`config.mk`:
```
export PLATFORM = sky130hd
export DESIGN_NAME = boron_key_schedule
export DESIGN_NICKNAME = d
export VERILOG_FILES = /design/src/rtl/boron_key_schedule.sv
export SDC_FILE = /design/constraint.sdc
export NUM_CORES = 1
export LEC_CHECK = 0
export BUFFER_PORTS_ARGS = -buffer_cell sky130_fd_sc_hd__buf_4
export CELL_PAD_IN_SITES_DETAIL_PLACEMENT = 1
export CELL_PAD_IN_SITES_GLOBAL_PLACEMENT = 2
export CORE_MARGIN = 1
export CORE_UTILIZATION = 29
export DETAILED_ROUTE_END_ITERATION = 6
export GPL_TIMING_DRIVEN = 1
export PLACE_DENSITY_LB_ADDON = 0.1
export SLEW_MARGIN = 20
export SYNTH_ARGS = -nofsm -noshare
export SYNTH_HDL_FRONTEND = slang
export SYNTH_SLANG_ARGS = --single-unit
```
`constraint.sdc`:
```
create_clock -name clk_i -period 2.65 [get_ports clk_i]
set_clock_uncertainty 0.2 [all_clocks]
set_input_delay 0.53 -clock clk_i [delete_from_list [all_inputs] [get_ports clk_i]]
set_output_delay 0.53 -clock clk_i [all_outputs]
set_load 0.01 [all_outputs]
```
`src/rtl/boron_key_schedule.sv`:
```
// boron_key_schedule: Boron-80 round keys K0..K25 over a valid/ready handshake.
// Optional feature macro BORON_KS_DECRYPT_EN: decrypt_i, PRECOMP, reverse order.
module boron_key_schedule (
    input  logic        clk_i,
    input  logic        rst_ni,
    input  logic        start_i,
    input  logic [79:0] key_i,
`ifdef BORON_KS_DECRYPT_EN
    input  logic        decrypt_i,
`endif
    input  logic        ready_i,
    output logic [79:0] current_key_o,
    output logic [4:0]  round_o,
    output logic        valid_o,
    output logic        last_o,
    output logic        busy_o,
    output logic        done_o
);

    typedef enum logic [1:0] {
        ST_IDLE    = 2'd0,
        ST_EMIT    = 2'd1,
        ST_DONE    = 2'd2
`ifdef BORON_KS_DECRYPT_EN
        ,
        ST_PRECOMP = 2'd3
`endif
    } state_t;

    state_t      r_state;
    state_t      w_state_nxt;
    logic [79:0] r_key;
    logic [79:0] w_key_nxt;
    logic [4:0]  r_round;
    logic [4:0]  w_round_nxt;
    logic [4:0]  w_round_inc;
    logic [4:0]  w_final;
    logic        w_last;

    function automatic logic [3:0] f_sbox(input logic [3:0] x);
        logic [3:0] y;
        unique case (x)
            4'h0: y = 4'hE;
            4'h1: y = 4'h4;
            4'h2: y = 4'hB;
            4'h3: y = 4'h1;
            4'h4: y = 4'h7;
            4'h5: y = 4'h9;
            4'h6: y = 4'hC;
            4'h7: y = 4'hA;
            4'h8: y = 4'hD;
            4'h9: y = 4'h2;
            4'hA: y = 4'h0;
            4'hB: y = 4'hF;
            4'hC: y = 4'h8;
            4'hD: y = 4'h5;
            4'hE: y = 4'h3;
            4'hF: y = 4'h6;
        endcase
        return y;
    endfunction

    // Forward step: rotate left 13, S-box low nibble, inject round index.
    function automatic logic [79:0] f_fwd(input logic [79:0] k,
                                          input logic [4:0]  i);
        logic [79:0] t;
        t        = {k[66:0], k[79:67]};
        t[3:0]   = f_sbox(t[3:0]);
        t[63:59] = t[63:59] ^ i;
        return t;
    endfunction

`ifdef BORON_KS_DECRYPT_EN
    logic r_dec;
    logic w_dec_nxt;

    function automatic logic [3:0] f_sinv(input logic [3:0] x);
        logic [3:0] y;
        unique case (x)
            4'h0: y = 4'hA;
            4'h1: y = 4'h3;
            4'h2: y = 4'h9;
            4'h3: y = 4'hE;
            4'h4: y = 4'h1;
            4'h5: y = 4'hD;
            4'h6: y = 4'hF;
            4'h7: y = 4'h4;
            4'h8: y = 4'hC;
            4'h9: y = 4'h5;
            4'hA: y = 4'h7;
            4'hB: y = 4'h2;
            4'hC: y = 4'h6;
            4'hD: y = 4'h8;
            4'hE: y = 4'h0;
            4'hF: y = 4'hB;
        endcase
        return y;
    endfunction

    // Undo the forward step i, recovering the previous round key.
    function automatic logic [79:0] f_inv(input logic [79:0] k,
                                          input logic [4:0]  i);
        logic [79:0] t;
        t        = k;
        t[63:59] = t[63:59] ^ i;
        t[3:0]   = f_sinv(t[3:0]);
        return {t[12:0], t[79:13]};
    endfunction

    assign w_final = r_dec ? 5'd0 : 5'd25;
`else
    assign w_final = 5'd25;
`endif

    assign w_round_inc = r_round + 5'd1;
    assign w_last      = (r_round == w_final);

    assign current_key_o = r_key;
    assign round_o       = r_round;
    assign valid_o       = (r_state == ST_EMIT);
    assign last_o        = valid_o && w_last;
    assign busy_o        = (r_state != ST_IDLE);
    assign done_o        = (r_state == ST_DONE);

    // State, key and round registers.
    always_ff @(posedge clk_i or negedge rst_ni) begin
        if (!rst_ni) begin
            r_state <= ST_IDLE;
            r_key   <= '0;
            r_round <= '0;
`ifdef BORON_KS_DECRYPT_EN
            r_dec   <= 1'b0;
`endif
        end else begin
            r_state <= w_state_nxt;
            r_key   <= w_key_nxt;
            r_round <= w_round_nxt;
`ifdef BORON_KS_DECRYPT_EN
            r_dec   <= w_dec_nxt;
`endif
        end
    end

    // Next state and key update for each FSM state.
    always_comb begin
        w_state_nxt = r_state;
        w_key_nxt   = r_key;
        w_round_nxt = r_round;
`ifdef BORON_KS_DECRYPT_EN
        w_dec_nxt   = r_dec;
`endif
        unique case (r_state)
            ST_IDLE: begin
                if (start_i) begin
                    w_key_nxt   = key_i;
                    w_round_nxt = 5'd0;
`ifdef BORON_KS_DECRYPT_EN
                    w_dec_nxt   = decrypt_i;
                    w_state_nxt = decrypt_i ? ST_PRECOMP : ST_EMIT;
`else
                    w_state_nxt = ST_EMIT;
`endif
                end
            end
`ifdef BORON_KS_DECRYPT_EN
            ST_PRECOMP: begin
                w_key_nxt   = f_fwd(r_key, w_round_inc);
                w_round_nxt = w_round_inc;
                if (w_round_inc == 5'd25) begin
                    w_state_nxt = ST_EMIT;
                end
            end
`endif
            ST_EMIT: begin
                if (ready_i) begin
                    if (w_last) begin
                        w_state_nxt = ST_DONE;
`ifdef BORON_KS_DECRYPT_EN
                    end else if (r_dec) begin
                        w_key_nxt   = f_inv(r_key, r_round);
                        w_round_nxt = r_round - 5'd1;
`endif
                    end else begin
                        w_key_nxt   = f_fwd(r_key, w_round_inc);
                        w_round_nxt = w_round_inc;
                    end
                end
            end
            ST_DONE: begin
                w_state_nxt = ST_IDLE;
            end
            default: begin
                w_state_nxt = ST_IDLE;
            end
        endcase
    end

endmodule

```
==> metrics.md <==
| Metric | Value |
|---|---|
| Max VDD drop | roughly 0.36 mV |
| Placer Congestion | between 0.8 and 0.9 |
| DR DRC count | 0 |
| Initial Util | a little under a third |
| Clock Latency Late Sink | 340 ps |
| Die ar. | about 15000 um^2 |
| Worst Path Max Fanout | 12 |
| Psw | roughly 2 mW |
| Storage cell area | 2180 um^2 |
| Ys async rst share | 100% |
| Hold Startpoint | ready_i |
| DIE WIDTH | between 100 and 150 um |
| Area of the multi-input gates | about 1800 um^2 |
| Fill cell count | about 1700 |
| Netlist Area Pre-Place | ~4200 um^2 |
| Fraction of power spent switching nets | a little under two fifths |
| Worst R2R Start | r_state[0] |
| Met1 Resource Use GR | slightly below 30% |
| Cell breakdown of the critical path | nand2_1 > or2_2 > nor2_1 > buf_4 |
| Total congestion overflow | 0 |
| Share of post-route cells with drive strength above 1 | a little over 30% |
| Top-count cell post-synth | nand2_1 |
| I/O Buffers | around 170 |
| Pwr/cell area | a little over 900 nW/um^2 |
| Grt peak-use layer | met2 |
| ANT cells | 0 |
| Synth unique cells | 39 |
| Commonest cells post-synth | nand2_1 (155), dfrtp_1 (87), nor2_1 (81), a31oi_1 (71), o21ai_0 (16) |
| Post-Syn Nets | about 600 |
| Layout area overhead | 41.5% |
| Final net count | ~750 |
| Wirelength, routed | around 16 mm |
| ANT nets after route | 0 |
| Setup violators final | 0 |
| Number of H-tree levels | 3 |
| Syn Inst Count | roughly 510 |
| # rows | 43 |
| Max Cap Violations | 0 |
| Detailed Place HPWL | roughly 12 mm |
| Clock transition at path regs | about 60 ps |
| Post-synth top area share | about half |
| Crit start category | flip-flop |
| RR Endpoint | round_o[4] |
| DR WL/cell | about 18 um |
| Ys Warns | 0 |
| GRT Util Overall | a little over a fifth |
| I/O Pins | 173 |
| Met3 Use GR | 5.16% |
| Worst path slowest cell | dfrtp_1 |
| Root Driver | clkbuf_16 |
| First-pass GRT wire length | 24.2 mm |
| Iteration-0 DRC Markers | between 200 and 250 |
| Vias in the first global route | approximately 4300 |
| Minimum clock period | 2440 ps |
| CTS buffer count | 9 |
| Core Footprint | between 10000 and 15000 um^2 |
| Vias | 4235 |
| Vias per cell | 4.99 |
| Final Hold Viols | 0 |
| Static Leak | about 2.8 nW |
| Hold Crit Depth | 2 |
| Post CTS Setup Buffer Count | 0 |
| RSZ-0062 raised after global routing | false |
| Top post-synthesis cells by area | dfrtp_1 (51%), nand2_1 (14%), a31oi_1 (10%) |
| Status | finished, final reports clean |
| Buf/Inv on CP | 1 |
| Clock Sinks | 87 |
| Req. time, crit path | ~1900 ps |
| Primary FF master, synth | dfrtp_1 |
| Fin worst setup slack | 208 ps |
| Reg2reg setup slack | 290 ps |
| Register bit total from synthesis | 87 |
| Relative slew margins | 26.1% |
| CTS tree | done |
| Crit share post-route | 92.1% |
| Hold Path Class | input pin to flip-flop |
| CP arrival | 1710 ps |
| Largest net degree at the start of global routing | 65 |
| Worst-Margin Slew | approximately 1100 ps |
| Final hold slack | between 200 and 250 ps |
| Reg power frac | between 40% and 50% |
| Avg Cell Area, Syn | between 8 and 9 um^2 |
| Sum of negative setup slack | 0 ps |
| Die Ht | around 120 um |
| Setup WS pre-CTS | 312 ps |
| Hold endpoint | r_state[0] |
| Initial antenna violation count | 0 |
| Final count of pins violating max slew | 0 |
| Post-synth EDFFs | 0 |
| Crit path capture type | output pin |
| Max incr delay on CP | approximately 610 ps |
| Detailed Routing Iterations Pass 1 | 4 |
| Highest clock rate | between 0.4 and 0.5 GHz |
| Post-CTS sizing | 0 |
| P_int | about 3.5 mW |
| Comb pwr share | 35.8% |
| Largest area contributor in the netlist | dfrtp_1 |
| Worst R2R Path Depth | 4 |
| Sequential fraction of the synthesis area | roughly half |
| Met2 usage | 33.0% |
| Clk buf depth | 2 |
| Clock Power Share | a little under a quarter |
| WS Path Type | flip-flop to output pin |
| Largest delay share family, worst path | simple AND/OR/NAND/NOR gates |
-- worst reg2reg max path, cell delays in order (launching register included) --
cell	delay (ps)
dfrtp_1	610
nand2_1	180
o211ai_1	910
o21ai_0	260
o31ai_1	110
-- routing by layer --
layer	vias up	share of wire, %
li1	2027	-
met1	2048	46
met2	141	45
met3	19	7.0
met4	0	1.9
met5	-	0
-- power by group through the flow --
stage	sequential, mW	combinational, mW	clock (mW)
6_report	2.21	1.96	1.31
3_5_place_dp	2.24	1.98	0
4_1_cts	2.22	1.99	1.35
3_3_place_gp	2.23	1.95	0
5_1_grt	2.28	2.18	1.40
2_1_floorplan	2.22	0.825	0
-- final cells by class --
type,count,area share [%]
multi-input combinational,376,30.8
tap,180,3.76
sequential,87,36.4
clock buffer,11,4.22
timing repair buffer,182,23.5
inverter,7,0.439
clock inverter,5,0.941
-- worst max path at each step --
| stage | from | depth (start not counted) | to | slack, ps |
|---|---|---|---|---|
| final | r_state[0] | 4 | last_o | 210 |
| after global routing | round_o[0] | 5 | last_o | 110 |
| after CTS | r_state[0] | 4 | last_o | 200 |
| after detailed placement | r_state[0] | 4 | round_o[4] | 310 |
| after global placement | round_o[0] | 5 | round_o[3] | 430 |
| after floorplan | round_o[0] | 4 | last_o | 720 |
-- timing repair --
action | CTS | global route
setup endpoints to repair | 0 | 0
hold buffers | 1 | 0
hold endpoints to repair | 23 | 0
-- sequential cells by signal, summed over array words and instances (netlist names) --
register       count
current_key_o     80
round_o            5
r_state            2
-- through the flow --
stage	total power, mW	std cells	util (%)	area, um^2
6_report	5.48	848	42.6	5990
5_1_grt	5.87	848	42.6	5990
4_1_cts	5.56	848	42.6	5990
3_5_place_dp	4.22	831	40.4	5670
3_3_place_gp	4.18	831	40.4	5670
2_1_floorplan	3.04	509	-	4230
-- cells by family (layout without fill, tap and decap cells) --
| kind of cell | Yosys count | after routing | share of synthesized area (%) |
|---|---|---|---|
| AO/OA/AOI/OAI | 104 | 104 | 15.2 |
| XOR/XNOR | 5 | 5 | 1.04 |
| adder cells (fa/ha/maj) | 4 | 4 | 1.18 |
| buffers and inverters | 46 | 205 | 5.35 |
| flip-flops | 87 | 87 | 51.5 |
| multiplexers | 3 | 3 | 1.06 |
| AND/OR/NAND/NOR | 260 | 260 | 24.7 |
-- cell usage in the layout, fill, tap and decap left out, types with 2 or more instances in the layout --
master	count
buf_4	178
nand2_1	155
dfrtp_1	87
nor2_1	81
a31oi_1	71
o21ai_0	16
clkbuf_16	9
inv_1	6
nand3_1	5
nand4b_1	4
ha_1	4
a21oi_1	3
xnor2_1	3
o211ai_1	3
buf_12	3
nand3b_1	2
nor2b_1	2
a211oi_1	2
and3_1	2
o31ai_1	2
or4_1	2
nand4_1	2
o21ai_1	2
xor2_1	2
clkinv_2	2
clkbuf_8	2
(Power assumes the default switching activity.)
